==> src/rtl/rv64_decode_unit_if.sv <==
// Fetch-to-decode instruction bundle and decoded-entry bundle.
// master = IF/ID side driving the instruction, slave = the decoder.
interface rv64_decode_unit_if #(
    parameter int PC_W = 40,
    parameter int XLEN = 64
);
    logic            valid_i;
    logic [PC_W-1:0] pc_i;
    logic [31:0]     inst_i;
    logic            ex_valid_i;
    logic [3:0]      ex_cause_i;
    logic [XLEN-1:0] ex_origin_i;
    logic            bpred_taken_i;
    logic [PC_W-1:0] bpred_addr_i;

    logic            valid_o;
    logic [PC_W-1:0] pc_o;
    logic [4:0]      rs1_o;
    logic [4:0]      rs2_o;
    logic [4:0]      rd_o;
    logic            use_rs1_o;
    logic            use_rs2_o;
    logic            regfile_we_o;
    logic [XLEN-1:0] imm_o;
    logic            use_imm_o;
    logic            use_pc_o;
    logic [1:0]      unit_o;
    logic [4:0]      op_o;
    logic [1:0]      mem_size_o;
    logic            mem_signed_o;
    logic            ex_valid_o;
    logic [3:0]      ex_cause_o;
    logic [XLEN-1:0] ex_origin_o;
    logic            bpred_taken_o;
    logic [PC_W-1:0] bpred_addr_o;

    modport master (
        output valid_i, pc_i, inst_i, ex_valid_i, ex_cause_i,
               ex_origin_i, bpred_taken_i, bpred_addr_i,
        input  valid_o, pc_o, rs1_o, rs2_o, rd_o, use_rs1_o,
               use_rs2_o, regfile_we_o, imm_o, use_imm_o, use_pc_o,
               unit_o, op_o, mem_size_o, mem_signed_o, ex_valid_o,
               ex_cause_o, ex_origin_o, bpred_taken_o, bpred_addr_o
    );

    modport slave (
        input  valid_i, pc_i, inst_i, ex_valid_i, ex_cause_i,
               ex_origin_i, bpred_taken_i, bpred_addr_i,
        output valid_o, pc_o, rs1_o, rs2_o, rd_o, use_rs1_o,
               use_rs2_o, regfile_we_o, imm_o, use_imm_o, use_pc_o,
               unit_o, op_o, mem_size_o, mem_signed_o, ex_valid_o,
               ex_cause_o, ex_origin_o, bpred_taken_o, bpred_addr_o
    );
endinterface

==> src/rtl/rv64_decode_unit.sv <==
// RV64I instruction decoder: combinational decode into a single
// output register (latency 1), with illegal-instruction detection.
module rv64_decode_unit #(
    parameter int PC_W = 40,
    parameter int XLEN = 64
) (
    input logic clk_i,
    input logic rst_i,
    rv64_decode_unit_if.slave bus
);
    localparam logic [1:0] U_ALU = 2'd0, U_BR = 2'd1;
    localparam logic [1:0] U_MEM = 2'd2, U_SYS = 2'd3;

    localparam logic [4:0] OP_ADD = 5'd0, OP_SUB = 5'd1;
    localparam logic [4:0] OP_SLL = 5'd2, OP_SLT = 5'd3;
    localparam logic [4:0] OP_SLTU = 5'd4, OP_XOR = 5'd5;
    localparam logic [4:0] OP_SRL = 5'd6, OP_SRA = 5'd7;
    localparam logic [4:0] OP_OR = 5'd8, OP_AND = 5'd9;
    localparam logic [4:0] OP_ADDW = 5'd10, OP_SUBW = 5'd11;
    localparam logic [4:0] OP_SLLW = 5'd12, OP_SRLW = 5'd13;
    localparam logic [4:0] OP_SRAW = 5'd14, OP_LUI = 5'd15;
    localparam logic [4:0] OP_AUIPC = 5'd16, OP_JAL = 5'd17;
    localparam logic [4:0] OP_JALR = 5'd18, OP_BEQ = 5'd19;
    localparam logic [4:0] OP_BNE = 5'd20, OP_BLT = 5'd21;
    localparam logic [4:0] OP_BGE = 5'd22, OP_BLTU = 5'd23;
    localparam logic [4:0] OP_BGEU = 5'd24, OP_LOAD = 5'd25;
    localparam logic [4:0] OP_STORE = 5'd26, OP_FENCE = 5'd27;
    localparam logic [4:0] OP_SYS = 5'd28;

    logic [31:0] inst;
    logic [6:0]  opc;
    logic [2:0]  f3;
    logic [6:0]  f7;
    assign inst = bus.inst_i;
    assign opc  = inst[6:0];
    assign f3   = inst[14:12];
    assign f7   = inst[31:25];

    logic [XLEN-1:0] i_imm, s_imm, b_imm, u_imm, j_imm;
    logic [XLEN-1:0] sh6, sh5;
    assign i_imm = {{(XLEN-12){inst[31]}}, inst[31:20]};
    assign s_imm = {{(XLEN-12){inst[31]}}, inst[31:25], inst[11:7]};
    assign b_imm = {{(XLEN-13){inst[31]}}, inst[31], inst[7],
                    inst[30:25], inst[11:8], 1'b0};
    assign u_imm = {{(XLEN-32){inst[31]}}, inst[31:12], 12'b0};
    assign j_imm = {{(XLEN-21){inst[31]}}, inst[31], inst[19:12],
                    inst[20], inst[30:21], 1'b0};
    assign sh6   = {{(XLEN-6){1'b0}}, inst[25:20]};
    assign sh5   = {{(XLEN-5){1'b0}}, inst[24:20]};

    logic [1:0]      d_unit, d_msize;
    logic [4:0]      d_op;
    logic [XLEN-1:0] d_imm;
    logic d_rs1, d_rs2, d_uimm, d_upc, d_wr, d_msgn, ill;

    always_comb begin
        d_unit = U_ALU; d_op = OP_ADD; d_imm = '0;
        d_rs1 = 1'b0; d_rs2 = 1'b0; d_uimm = 1'b0; d_upc = 1'b0;
        d_wr = 1'b0; d_msize = 2'd0; d_msgn = 1'b0; ill = 1'b0;
        unique case (opc)
            7'h13: begin
                d_rs1 = 1'b1; d_uimm = 1'b1; d_wr = 1'b1; d_imm = i_imm;
                unique case (f3)
                    3'd0: d_op = OP_ADD;
                    3'd1: begin
                        d_op = OP_SLL; d_imm = sh6;
                        ill = inst[31:26] != 6'd0;
                    end
                    3'd2: d_op = OP_SLT;
                    3'd3: d_op = OP_SLTU;
                    3'd4: d_op = OP_XOR;
                    3'd5: begin
                        d_op = inst[30] ? OP_SRA : OP_SRL; d_imm = sh6;
                        ill = {inst[31], inst[29:26]} != 5'd0;
                    end
                    3'd6: d_op = OP_OR;
                    default: d_op = OP_AND;
                endcase
            end
            7'h1B: begin
                d_rs1 = 1'b1; d_uimm = 1'b1; d_wr = 1'b1; d_imm = i_imm;
                unique case (f3)
                    3'd0: d_op = OP_ADDW;
                    3'd1: begin
                        d_op = OP_SLLW; d_imm = sh5;
                        ill = f7 != 7'd0;
                    end
                    3'd5: begin
                        d_op = inst[30] ? OP_SRAW : OP_SRLW; d_imm = sh5;
                        ill = {inst[31], inst[29:25]} != 6'd0;
                    end
                    default: ill = 1'b1;
                endcase
            end
            7'h33: begin
                d_rs1 = 1'b1; d_rs2 = 1'b1; d_wr = 1'b1;
                unique case (f3)
                    3'd0: d_op = OP_ADD;
                    3'd1: d_op = OP_SLL;
                    3'd2: d_op = OP_SLT;
                    3'd3: d_op = OP_SLTU;
                    3'd4: d_op = OP_XOR;
                    3'd5: d_op = OP_SRL;
                    3'd6: d_op = OP_OR;
                    default: d_op = OP_AND;
                endcase
                // funct7 0x20 only legal for SUB/SRA, anything else is M/reserved
                if (f7 == 7'h20) begin
                    if (f3 == 3'd0) d_op = OP_SUB;
                    else if (f3 == 3'd5) d_op = OP_SRA;
                    else ill = 1'b1;
                end else if (f7 != 7'd0) begin
                    ill = 1'b1;
                end
            end
            7'h3B: begin
                d_rs1 = 1'b1; d_rs2 = 1'b1; d_wr = 1'b1;
                unique case (f3)
                    3'd0: begin
                        d_op = inst[30] ? OP_SUBW : OP_ADDW;
                        ill = {inst[31], inst[29:25]} != 6'd0;
                    end
                    3'd1: begin
                        d_op = OP_SLLW; ill = f7 != 7'd0;
                    end
                    3'd5: begin
                        d_op = inst[30] ? OP_SRAW : OP_SRLW;
                        ill = {inst[31], inst[29:25]} != 6'd0;
                    end
                    default: ill = 1'b1;
                endcase
            end
            7'h37: begin
                d_op = OP_LUI; d_imm = u_imm; d_uimm = 1'b1; d_wr = 1'b1;
            end
            7'h17: begin
                d_op = OP_AUIPC; d_imm = u_imm; d_uimm = 1'b1;
                d_upc = 1'b1; d_wr = 1'b1;
            end
            7'h6F: begin
                d_unit = U_BR; d_op = OP_JAL; d_imm = j_imm;
                d_upc = 1'b1; d_wr = 1'b1;
            end
            7'h67: begin
                d_unit = U_BR; d_op = OP_JALR; d_imm = i_imm;
                d_rs1 = 1'b1; d_wr = 1'b1; ill = f3 != 3'd0;
            end
            7'h63: begin
                d_unit = U_BR; d_imm = b_imm; d_rs1 = 1'b1; d_rs2 = 1'b1;
                unique case (f3)
                    3'd0: d_op = OP_BEQ;
                    3'd1: d_op = OP_BNE;
                    3'd4: d_op = OP_BLT;
                    3'd5: d_op = OP_BGE;
                    3'd6: d_op = OP_BLTU;
                    3'd7: d_op = OP_BGEU;
                    default: ill = 1'b1;
                endcase
            end
            7'h03: begin
                d_unit = U_MEM; d_op = OP_LOAD; d_imm = i_imm;
                d_rs1 = 1'b1; d_wr = 1'b1; d_msize = f3[1:0];
                d_msgn = ~f3[2]; ill = f3 == 3'd7;
            end
            7'h23: begin
                d_unit = U_MEM; d_op = OP_STORE; d_imm = s_imm;
                d_rs1 = 1'b1; d_rs2 = 1'b1; d_msize = f3[1:0];
                ill = f3[2];
            end
            7'h0F: begin
                d_unit = U_SYS; d_op = OP_FENCE; d_imm = i_imm;
                ill = f3[2:1] != 2'd0;
            end
            7'h73: begin
                d_unit = U_SYS; d_op = OP_SYS; d_imm = i_imm;
                d_rs1 = (f3 != 3'd0) && !f3[2]; ill = f3 == 3'd4;
            end
            default: ill = 1'b1;
        endcase
        if (inst[1:0] != 2'b11) ill = 1'b1;
    end

    always_ff @(posedge clk_i or posedge rst_i) begin
        if (rst_i) begin
            bus.valid_o <= 1'b0; bus.pc_o <= '0;
            bus.rs1_o <= '0; bus.rs2_o <= '0; bus.rd_o <= '0;
            bus.use_rs1_o <= 1'b0; bus.use_rs2_o <= 1'b0;
            bus.regfile_we_o <= 1'b0; bus.imm_o <= '0;
            bus.use_imm_o <= 1'b0; bus.use_pc_o <= 1'b0;
            bus.unit_o <= '0; bus.op_o <= '0;
            bus.mem_size_o <= '0; bus.mem_signed_o <= 1'b0;
            bus.ex_valid_o <= 1'b0; bus.ex_cause_o <= '0;
            bus.ex_origin_o <= '0;
            bus.bpred_taken_o <= 1'b0; bus.bpred_addr_o <= '0;
        end else begin
            bus.valid_o <= bus.valid_i; bus.pc_o <= bus.pc_i;
            bus.rs1_o <= inst[19:15]; bus.rs2_o <= inst[24:20];
            bus.rd_o <= inst[11:7];
            bus.use_rs1_o <= d_rs1; bus.use_rs2_o <= d_rs2;
            bus.regfile_we_o <= d_wr && !ill && (inst[11:7] != 5'd0);
            bus.imm_o <= d_imm;
            bus.use_imm_o <= d_uimm; bus.use_pc_o <= d_upc;
            bus.unit_o <= d_unit; bus.op_o <= d_op;
            bus.mem_size_o <= d_msize; bus.mem_signed_o <= d_msgn;
            bus.bpred_taken_o <= bus.bpred_taken_i;
            bus.bpred_addr_o <= bus.bpred_addr_i;
            // fetch faults outrank illegal-instruction detection
            if (!bus.valid_i) begin
                bus.ex_valid_o <= 1'b0; bus.ex_cause_o <= '0;
                bus.ex_origin_o <= '0;
            end else if (bus.ex_valid_i) begin
                bus.ex_valid_o <= 1'b1; bus.ex_cause_o <= bus.ex_cause_i;
                bus.ex_origin_o <= bus.ex_origin_i;
            end else if (ill) begin
                bus.ex_valid_o <= 1'b1; bus.ex_cause_o <= 4'd2;
                bus.ex_origin_o <= {{(XLEN-32){1'b0}}, inst};
            end else begin
                bus.ex_valid_o <= 1'b0; bus.ex_cause_o <= '0;
                bus.ex_origin_o <= '0;
            end
        end
    end
endmodule

==> src/flat_wrapper.sv <==
// flat-port wrapper written by rule: the top's interface ports become plain ports
module rv64_decode_unit_flat 
#(
    parameter int PC_W = 40,
    parameter int XLEN = 64
)
  (clk_i, rst_i, bus_valid_i, bus_pc_i, bus_inst_i, bus_ex_valid_i, bus_ex_cause_i, bus_ex_origin_i, bus_bpred_taken_i, bus_bpred_addr_i, bus_valid_o, bus_pc_o, bus_rs1_o, bus_rs2_o, bus_rd_o, bus_use_rs1_o, bus_use_rs2_o, bus_regfile_we_o, bus_imm_o, bus_use_imm_o, bus_use_pc_o, bus_unit_o, bus_op_o, bus_mem_size_o, bus_mem_signed_o, bus_ex_valid_o, bus_ex_cause_o, bus_ex_origin_o, bus_bpred_taken_o, bus_bpred_addr_o);
  rv64_decode_unit_if #(.PC_W(PC_W), .XLEN(XLEN)) bus_i ();
  input logic clk_i;
  input logic rst_i;
  input wire logic [$bits(bus_i.valid_i)-1:0] bus_valid_i;
  input wire logic [$bits(bus_i.pc_i)-1:0] bus_pc_i;
  input wire logic [$bits(bus_i.inst_i)-1:0] bus_inst_i;
  input wire logic [$bits(bus_i.ex_valid_i)-1:0] bus_ex_valid_i;
  input wire logic [$bits(bus_i.ex_cause_i)-1:0] bus_ex_cause_i;
  input wire logic [$bits(bus_i.ex_origin_i)-1:0] bus_ex_origin_i;
  input wire logic [$bits(bus_i.bpred_taken_i)-1:0] bus_bpred_taken_i;
  input wire logic [$bits(bus_i.bpred_addr_i)-1:0] bus_bpred_addr_i;
  output wire logic [$bits(bus_i.valid_o)-1:0] bus_valid_o;
  output wire logic [$bits(bus_i.pc_o)-1:0] bus_pc_o;
  output wire logic [$bits(bus_i.rs1_o)-1:0] bus_rs1_o;
  output wire logic [$bits(bus_i.rs2_o)-1:0] bus_rs2_o;
  output wire logic [$bits(bus_i.rd_o)-1:0] bus_rd_o;
  output wire logic [$bits(bus_i.use_rs1_o)-1:0] bus_use_rs1_o;
  output wire logic [$bits(bus_i.use_rs2_o)-1:0] bus_use_rs2_o;
  output wire logic [$bits(bus_i.regfile_we_o)-1:0] bus_regfile_we_o;
  output wire logic [$bits(bus_i.imm_o)-1:0] bus_imm_o;
  output wire logic [$bits(bus_i.use_imm_o)-1:0] bus_use_imm_o;
  output wire logic [$bits(bus_i.use_pc_o)-1:0] bus_use_pc_o;
  output wire logic [$bits(bus_i.unit_o)-1:0] bus_unit_o;
  output wire logic [$bits(bus_i.op_o)-1:0] bus_op_o;
  output wire logic [$bits(bus_i.mem_size_o)-1:0] bus_mem_size_o;
  output wire logic [$bits(bus_i.mem_signed_o)-1:0] bus_mem_signed_o;
  output wire logic [$bits(bus_i.ex_valid_o)-1:0] bus_ex_valid_o;
  output wire logic [$bits(bus_i.ex_cause_o)-1:0] bus_ex_cause_o;
  output wire logic [$bits(bus_i.ex_origin_o)-1:0] bus_ex_origin_o;
  output wire logic [$bits(bus_i.bpred_taken_o)-1:0] bus_bpred_taken_o;
  output wire logic [$bits(bus_i.bpred_addr_o)-1:0] bus_bpred_addr_o;
  assign bus_i.valid_i = bus_valid_i;
  assign bus_i.pc_i = bus_pc_i;
  assign bus_i.inst_i = bus_inst_i;
  assign bus_i.ex_valid_i = bus_ex_valid_i;
  assign bus_i.ex_cause_i = bus_ex_cause_i;
  assign bus_i.ex_origin_i = bus_ex_origin_i;
  assign bus_i.bpred_taken_i = bus_bpred_taken_i;
  assign bus_i.bpred_addr_i = bus_bpred_addr_i;
  assign bus_valid_o = bus_i.valid_o;
  assign bus_pc_o = bus_i.pc_o;
  assign bus_rs1_o = bus_i.rs1_o;
  assign bus_rs2_o = bus_i.rs2_o;
  assign bus_rd_o = bus_i.rd_o;
  assign bus_use_rs1_o = bus_i.use_rs1_o;
  assign bus_use_rs2_o = bus_i.use_rs2_o;
  assign bus_regfile_we_o = bus_i.regfile_we_o;
  assign bus_imm_o = bus_i.imm_o;
  assign bus_use_imm_o = bus_i.use_imm_o;
  assign bus_use_pc_o = bus_i.use_pc_o;
  assign bus_unit_o = bus_i.unit_o;
  assign bus_op_o = bus_i.op_o;
  assign bus_mem_size_o = bus_i.mem_size_o;
  assign bus_mem_signed_o = bus_i.mem_signed_o;
  assign bus_ex_valid_o = bus_i.ex_valid_o;
  assign bus_ex_cause_o = bus_i.ex_cause_o;
  assign bus_ex_origin_o = bus_i.ex_origin_o;
  assign bus_bpred_taken_o = bus_i.bpred_taken_o;
  assign bus_bpred_addr_o = bus_i.bpred_addr_o;
  rv64_decode_unit #(.PC_W(PC_W), .XLEN(XLEN)) u_core (.clk_i(clk_i), .rst_i(rst_i), .bus(bus_i));
endmodule
==> config.mk <==
export PLATFORM = sky130hd
export DESIGN_NAME = rv64_decode_unit_flat
export DESIGN_NICKNAME = d
export VERILOG_FILES = /design/src/rtl/rv64_decode_unit_if.sv /design/src/rtl/rv64_decode_unit.sv /design/src/flat_wrapper.sv
export SDC_FILE = /design/constraint.sdc
export NUM_CORES = 1
export LEC_CHECK = 0
export CORE_AREA = 2 2 169 171
export DETAILED_ROUTE_END_ITERATION = 7
export DIE_AREA = 0 0 171 173
export DONT_BUFFER_PORTS = 1
export PLACE_DENSITY = 0.49
export SLEW_MARGIN = 20
export SYNTH_ARGS = -nofsm -noshare
export SYNTH_HDL_FRONTEND = slang
export SYNTH_SLANG_ARGS = --single-unit
export TNS_END_PERCENT = 10
==> constraint.sdc <==
create_clock -name clk_i -period 14.6 [get_ports clk_i]
set_clock_uncertainty 0.15 [all_clocks]
set_input_delay 2.19 -clock clk_i [delete_from_list [all_inputs] [get_ports clk_i]]
set_output_delay 2.19 -clock clk_i [all_outputs]
set_load 0.02 [all_outputs]
Word-level counts from Yosys, hierarchy flattened
Cells that the tools add are included.
{"block": "classes", "div_mod_pow": 0, "shift": 0, "multipliers": 0, "mux": 42, "reduce_logical": 27, "order_cmp": 0, "bitwise_logic": 1, "eq_ne": 22, "add_sub_neg": 0}
{"op": "one-hot mux 64 bit (7 select lines)", "count": 1}
{"op": "2-to-1 mux 64 bit", "count": 4}
{"op": "one-hot mux 5 bit (13 select lines)", "count": 1}
{"op": "equality test 7 x 6 -> 1 bit (second input constant)", "count": 5}
{"op": "one-hot mux 5 bit (7 select lines)", "count": 1}
{"op": "2-to-1 mux 32 bit", "count": 1}
{"op": "one-hot mux 5 bit (3 select lines)", "count": 2}
{"op": "one-hot mux 5 bit (6 select lines)", "count": 1}
{"op": "equality test 7 bit (second input constant)", "count": 4}
{"op": "one-hot mux 4 bit (7 select lines)", "count": 1}
{"op": "equality test 7 x 5 -> 1 bit (second input constant)", "count": 3}
{"op": "2-to-1 mux 1 bit", "count": 16}
{"op": "equality test 3 bit (second input constant)", "count": 4}
{"op": "2-to-1 mux 4 bit", "count": 3}
{"op": "nonzero test 6 bit", "count": 2}
{"op": "OR reduction 2 bit", "count": 6}
{"op": "OR reduction 4 bit", "count": 3}
{"op": "one-hot mux 1 bit (11 select lines)", "count": 1}
{"op": "2-to-1 mux 5 bit", "count": 2}
{"op": "nonzero test 5 bit", "count": 2}
{"op": "OR reduction 9 bit", "count": 1}
{"op": "OR reduction 8 bit", "count": 1}
{"op": "equality test 7 x 2 -> 1 bit (second input constant)", "count": 1}
{"op": "equality test 7 x 4 -> 1 bit (second input constant)", "count": 1}
{"op": "other kinds (16)", "count": 25}
{"block": "totals", "latch_bits": 0, "romBits": 0, "ramBits": 0, "n_memories": 0, "ff_bits": 245}

Depth between registers and ports, before layout
{"block": "logic_depth", "word_depth": 9, "depth_mapped": 10}

Worst setup path before layout
OpenSTA, ideal clock, no wires.
{"block": "synth_timing", "path_kind": "input to register", "from": "input bus_inst_i[31]", "to": "register u_core.bus.ex_origin_o[25] (netlist bit)", "n_path_buf": 2, "setup_ps": 122, "cell_stages": 8, "arrival_time_ps": 4024, "required_time_ps": 14328, "setup_slack_ps": 10304, "cell_sequence": "or4_4 -> nor3_4 -> nor4b_2 -> o311ai_1 -> or3_1 -> buf_6 -> buf_8 -> a32o_1"}
{"block": "synth_via", "elab_chain_cells": 8, "elab_cells_between_ends": 15}
{"item": "from (decl)", "line": "flat_wrapper.sv:13", "source": "input wire logic [$bits(bus_i.inst_i)-1:0] bus_inst_i;"}
{"item": "nonzero test 7 bit", "line": "rv64_decode_unit.sv:86, rv64_decode_unit.sv:112, rv64_decode_unit.sv:124"}
{"item": "2-to-1 mux 1 bit", "line": "rv64_decode_unit.sv:112", "source": "end else if (f7 != 7'd0) begin"}
{"item": "2-to-1 mux 1 bit", "line": "rv64_decode_unit.sv:108", "source": "if (f7 == 7'h20) begin"}
{"item": "one-hot mux 1 bit (11 select lines) *", "line": "rv64_decode_unit.sv:60", "source": "unique case (opc)"}
{"item": "2-to-1 mux 1 bit *", "line": "rv64_decode_unit.sv:180", "source": "if (inst[1:0] != 2'b11) ill = 1'b1;"}
{"item": "2-to-1 mux 32 bit *", "line": "rv64_decode_unit.sv:214", "source": "end else if (ill) begin"}
{"item": "2-to-1 mux 64 bit *", "line": "rv64_decode_unit.sv:211", "source": "end else if (bus.ex_valid_i) begin"}
{"item": "2-to-1 mux 64 bit *", "line": "rv64_decode_unit.sv:208", "source": "if (!bus.valid_i) begin"}
{"item": "to (signal assigned)", "line": "rv64_decode_unit.sv:213", "source": "bus.ex_origin_o <= bus.ex_origin_i;"}
{"item": "to (signal assigned)", "line": "rv64_decode_unit.sv:216", "source": "bus.ex_origin_o <= {{(XLEN-32){1'b0}}, inst};"}
{"item": "to (decl)", "line": "rv64_decode_unit_if.sv:52", "source": "ex_cause_o, ex_origin_o, bpred_taken_o, bpred_addr_o"}
Mark *: on every way between the ends. The rest lies on a longest branch, timed or not.

==> results.py <==
metrics = {
    "status": {
        "outcome": "finished, final reports clean",
    },
    "routing": {
        "antenna_violating_nets_post_route": 0,
        "totalWireLength_um": 25160,
        "drt-wirelength-per-cell_um": 26.57,
        "detail_route.vias_per_cell": 5.027,
        "dr_total_vias": 4761,
        "detailedRoute.firstPassIterationCount": 4,
        "drc": 0,
        "drt_iter0_markers": 390,
    },
    "synth": {
        "synth.lib_cells_used.distinct": 56,
        "syn-instance-count": 594,
        "synth-warning-count": 0,
        "mean_post_synth_cell_area_um2": 13.04,
        "synthesis.area_um2": 7744,
        "synth-seq-area-share": 0.6883,
        "postSynthRegisterBits": 213,
        "number_of_enable_type_register_cells_in_the_synthesized_netlist": 0,
        "dominantRegCellSynth": "dfrtp_1",
        "ys_async_sr_fraction": 1.000,
        "synthesized_netlist_net_count": 779,
    },
    "global_routing": {
        "busiest_layer": "met2",
        "antenna_found_initial": 3,
        "grt_pass1_wl_um": 35780,
        "grt_util_met1": 0.1885,
        "grt_max_degree": 126,
        "grt.met2_usage": 0.2893,
        "groute.usage.overall": 0.1633,
        "globalRouteMet3Util": 0.05264,
        "grt_overflow_total": 0,
        "grt_pass1_vias": 4945,
    },
    "clocking": {
        "clkSlewWorstSetupHoldPaths_ns": 0.06,
        "clock-root-buffer": "clkbuf_16",
        "cts_made_buffers": 23,
        "sinks_on_the_clock_net": 213,
        "tritoncts": "built",
        "postCtsSetupRepairBufs": 0,
        "post_cts_resized": 0,
        "maximum_root_to_sink_buffer_count": 3,
        "htree_num_levels": 1,
        "post_cts_hold_buffer_count": 0,
    },
    "floorplan": {
        "design.portCount": 430,
        "fp.coreArea_um2": 27630,
        "dieWidth_um": 171,
        "die_area_um2": 29580,
        "start_util": 0.2803,
        "fp-row-count": 61,
        "fp.dieH_um": 173,
    },
    "sta": {
        "tightestPinTransition_ns": 0.8747,
        "final_cycle_share": 0.2838,
        "setup_violating_endpoint_count_in_the_final_report": 0,
        "final_setup_tns_ns": 0,
        "post-route-min-period_ns": 4.143,
        "grt_setup_unrepaired": "no",
        "maxSlewHeadroom": 0.4169,
        "hold_violations": 0,
        "clock.fmax_ghz": 0.2414,
        "report.final.slew_viol_count": 0,
    },
    "cells_and_area": {
        "post_route_cells_drive_above_1_share": 0.1007,
        "sequential_cell_area_um2": 5334,
        "nNetsFinal": 736,
        "finalCoreUtilization": 0.3127,
        "multiInputGateArea_um2": 1951,
        "fill_cells": 2774,
        "syn_to_final_growth_pct": 11.59,
        "design_area_um2": 8641,
    },
    "job": {
        "max-cap-violations": 0,
    },
    "worst_setup_path": {
        "cp_slowest_cell": "dfrtp_4",
        "cp.buffers_inverters": 1,
        "worstPathMaxFanout": 26,
        "setup.worst_path.end_class": "output port",
        "required_ns": 12.26,
        "cp_data_arrival_time_ns": 1.80,
        "critical_path_class": "flip-flop to output port",
        "maximum_single_stage_delay_on_the_critical_path_ns": 0.73,
        "start_kind": "flip-flop",
        "worst_path_cell_chain": "buf_16",
        "crit_path_leading_delay_family": "flip-flops",
    },
    "place": {
        "dp_hpwl_um": 18220,
        "gp_congestion": 0.8549,
        "dpl_cell_area_um2": 7850,
        "port_buffers": 0,
    },
    "pwr": {
        "p_leak_nw": 3.989,
        "cellPowerDensity_nw_per_um2": 152.1,
        "ir_drop_worst_case_vdd_v": 0.00006512,
    },
    "hold_path": {
        "worstHoldPathCells": 0,
        "min-delay-path-class": "input port to flip-flop",
        "worstHoldStart": "bus_pc_i[17]",
        "worst_hold_path.endpoint": "u_core.bus.pc_o[17]",
    },
}
==> kinds of logic after synthesis <==
| kind of cell | after synthesis | share of synthesized area |
|---|---|---|
| flip-flops | 213 | 0.6883 |
| AND/OR/NAND/NOR | 179 | 0.1285 |
| AO/OA/AOI/OAI | 118 | 0.1197 |
| buffers and inverters | 81 | 0.06011 |
| XOR/XNOR | 3 | 0.003394 |
==> power by group <==
group | total [mW] | switching, mW | internal (mW)
clock | 0.592 | 0.233 | 0.358
combinational | 0.0547 | 0.0360 | 0.0188
sequential | 0.667 | 0.0498 | 0.617
total | 1.31 | 0.319 | 0.995
==> cells in the mapped netlist (12+ instances only) <==
| cell | count | area (µm²) |
|---|---|---|
| and3_1 | 35 | 219.0 |
| nor2b_1 | 32 | 200.2 |
| a21oi_1 | 16 | 80.08 |
| nand3_1 | 12 | 60.06 |
| and2_1 | 13 | 81.33 |
| clkbuf_1 | 35 | 131.4 |
| nor2_1 | 18 | 67.56 |
| buf_4 | 32 | 240.2 |
| dfrtp_1 | 213 | 5330 |
| a32o_1 | 30 | 300.3 |
| nand2_1 | 36 | 135.1 |
| o21ai_0 | 14 | 70.07 |
==> metrics by stage <==
stage | hold WS [ns] | total power, mW | worst slack (ns) | cells
after floorplan | 2.071 | 0.7256 | 6.437 | 594
after global placement | 2.071 | 0.7338 | 10.12 | 904
after detailed placement | 2.071 | 0.7350 | 10.06 | 904
after CTS | 1.530 | 1.333 | 10.44 | 944
after global routing | 1.524 | 1.370 | 10.36 | 945
final | 1.553 | 1.314 | 10.46 | 947
==> how the worst max path moves through the flow <==
stage	from	end	slack, ns	depth (start not counted)
final	u_core.bus.imm_o[62]	bus_imm_o[57]	10.46	1
after global routing	bus_inst_i[0]	u_core.bus.ex_origin_o[27]	10.36	7
after CTS	u_core.bus.imm_o[62]	bus_imm_o[57]	10.44	1
after detailed placement	bus_inst_i[0]	u_core.bus.ex_origin_o[27]	10.06	7
after global placement	bus_inst_i[31]	u_core.bus.ex_origin_o[26]	10.12	7
after floorplan	rst_i	u_core.bus.bpred_addr_o[0]	6.44	1
==> sequential cells by signal, indices dropped and copies added, names as in the netlist <==
name,count
u_core.bus.ex_origin_o,64
u_core.bus.use_pc_o,1
u_core.bus.mem_size_o,2
u_core.bus.bpred_taken_o,1
u_core.bus.use_imm_o,1
u_core.bus.ex_cause_o,4
u_core.bus.unit_o,2
u_core.bus.use_rs2_o,1
u_core.bus.rs2_o,5
u_core.bus.ex_valid_o,1
u_core.bus.valid_o,1
u_core.bus.regfile_we_o,1
u_core.bus.op_o,5
u_core.bus.bpred_addr_o,40
u_core.bus.use_rs1_o,1
u_core.bus.rd_o,5
u_core.bus.rs1_o,5
u_core.bus.mem_signed_o,1
u_core.bus.pc_o,40
u_core.bus.imm_o,32
==> cell usage in the layout (no fill, tap or decap), types with 4 or more instances in the layout <==
cell type	n
dfrtp_1	212
nor2_1	17
inv_1	7
and3_1	35
o22ai_1	5
nor2b_1	32
a22o_1	6
nor4_1	5
clkinv_2	4
nand2_1	36
a21oi_1	16
clkbuf_16	23
a22oi_1	5
o21ai_0	14
a21o_1	11
nand3_1	12
a32o_1	30
nor3_1	8
and2_1	13
==> cell type report <==
type / instances / share of cell area
clock buffers: 28 / 0.07226
diodes: 3 / 0.0008688
inverters: 8 / 0.004344
flip-flops and latches: 213 / 0.6173
well taps: 378 / 0.05474
clock inverters: 12 / 0.01767
repair buffers: 5 / 0.007095
multi-input cells: 300 / 0.2257
==> metal layers <==
metal  vias to the layer above  wire [µm]
met5                         -          0
met4                         0        518
met3                        38       2402
met2                       285      13330
met1                      2459       8915
li1                       1979          -
Note: power is estimated with default switching activity, not from simulation.
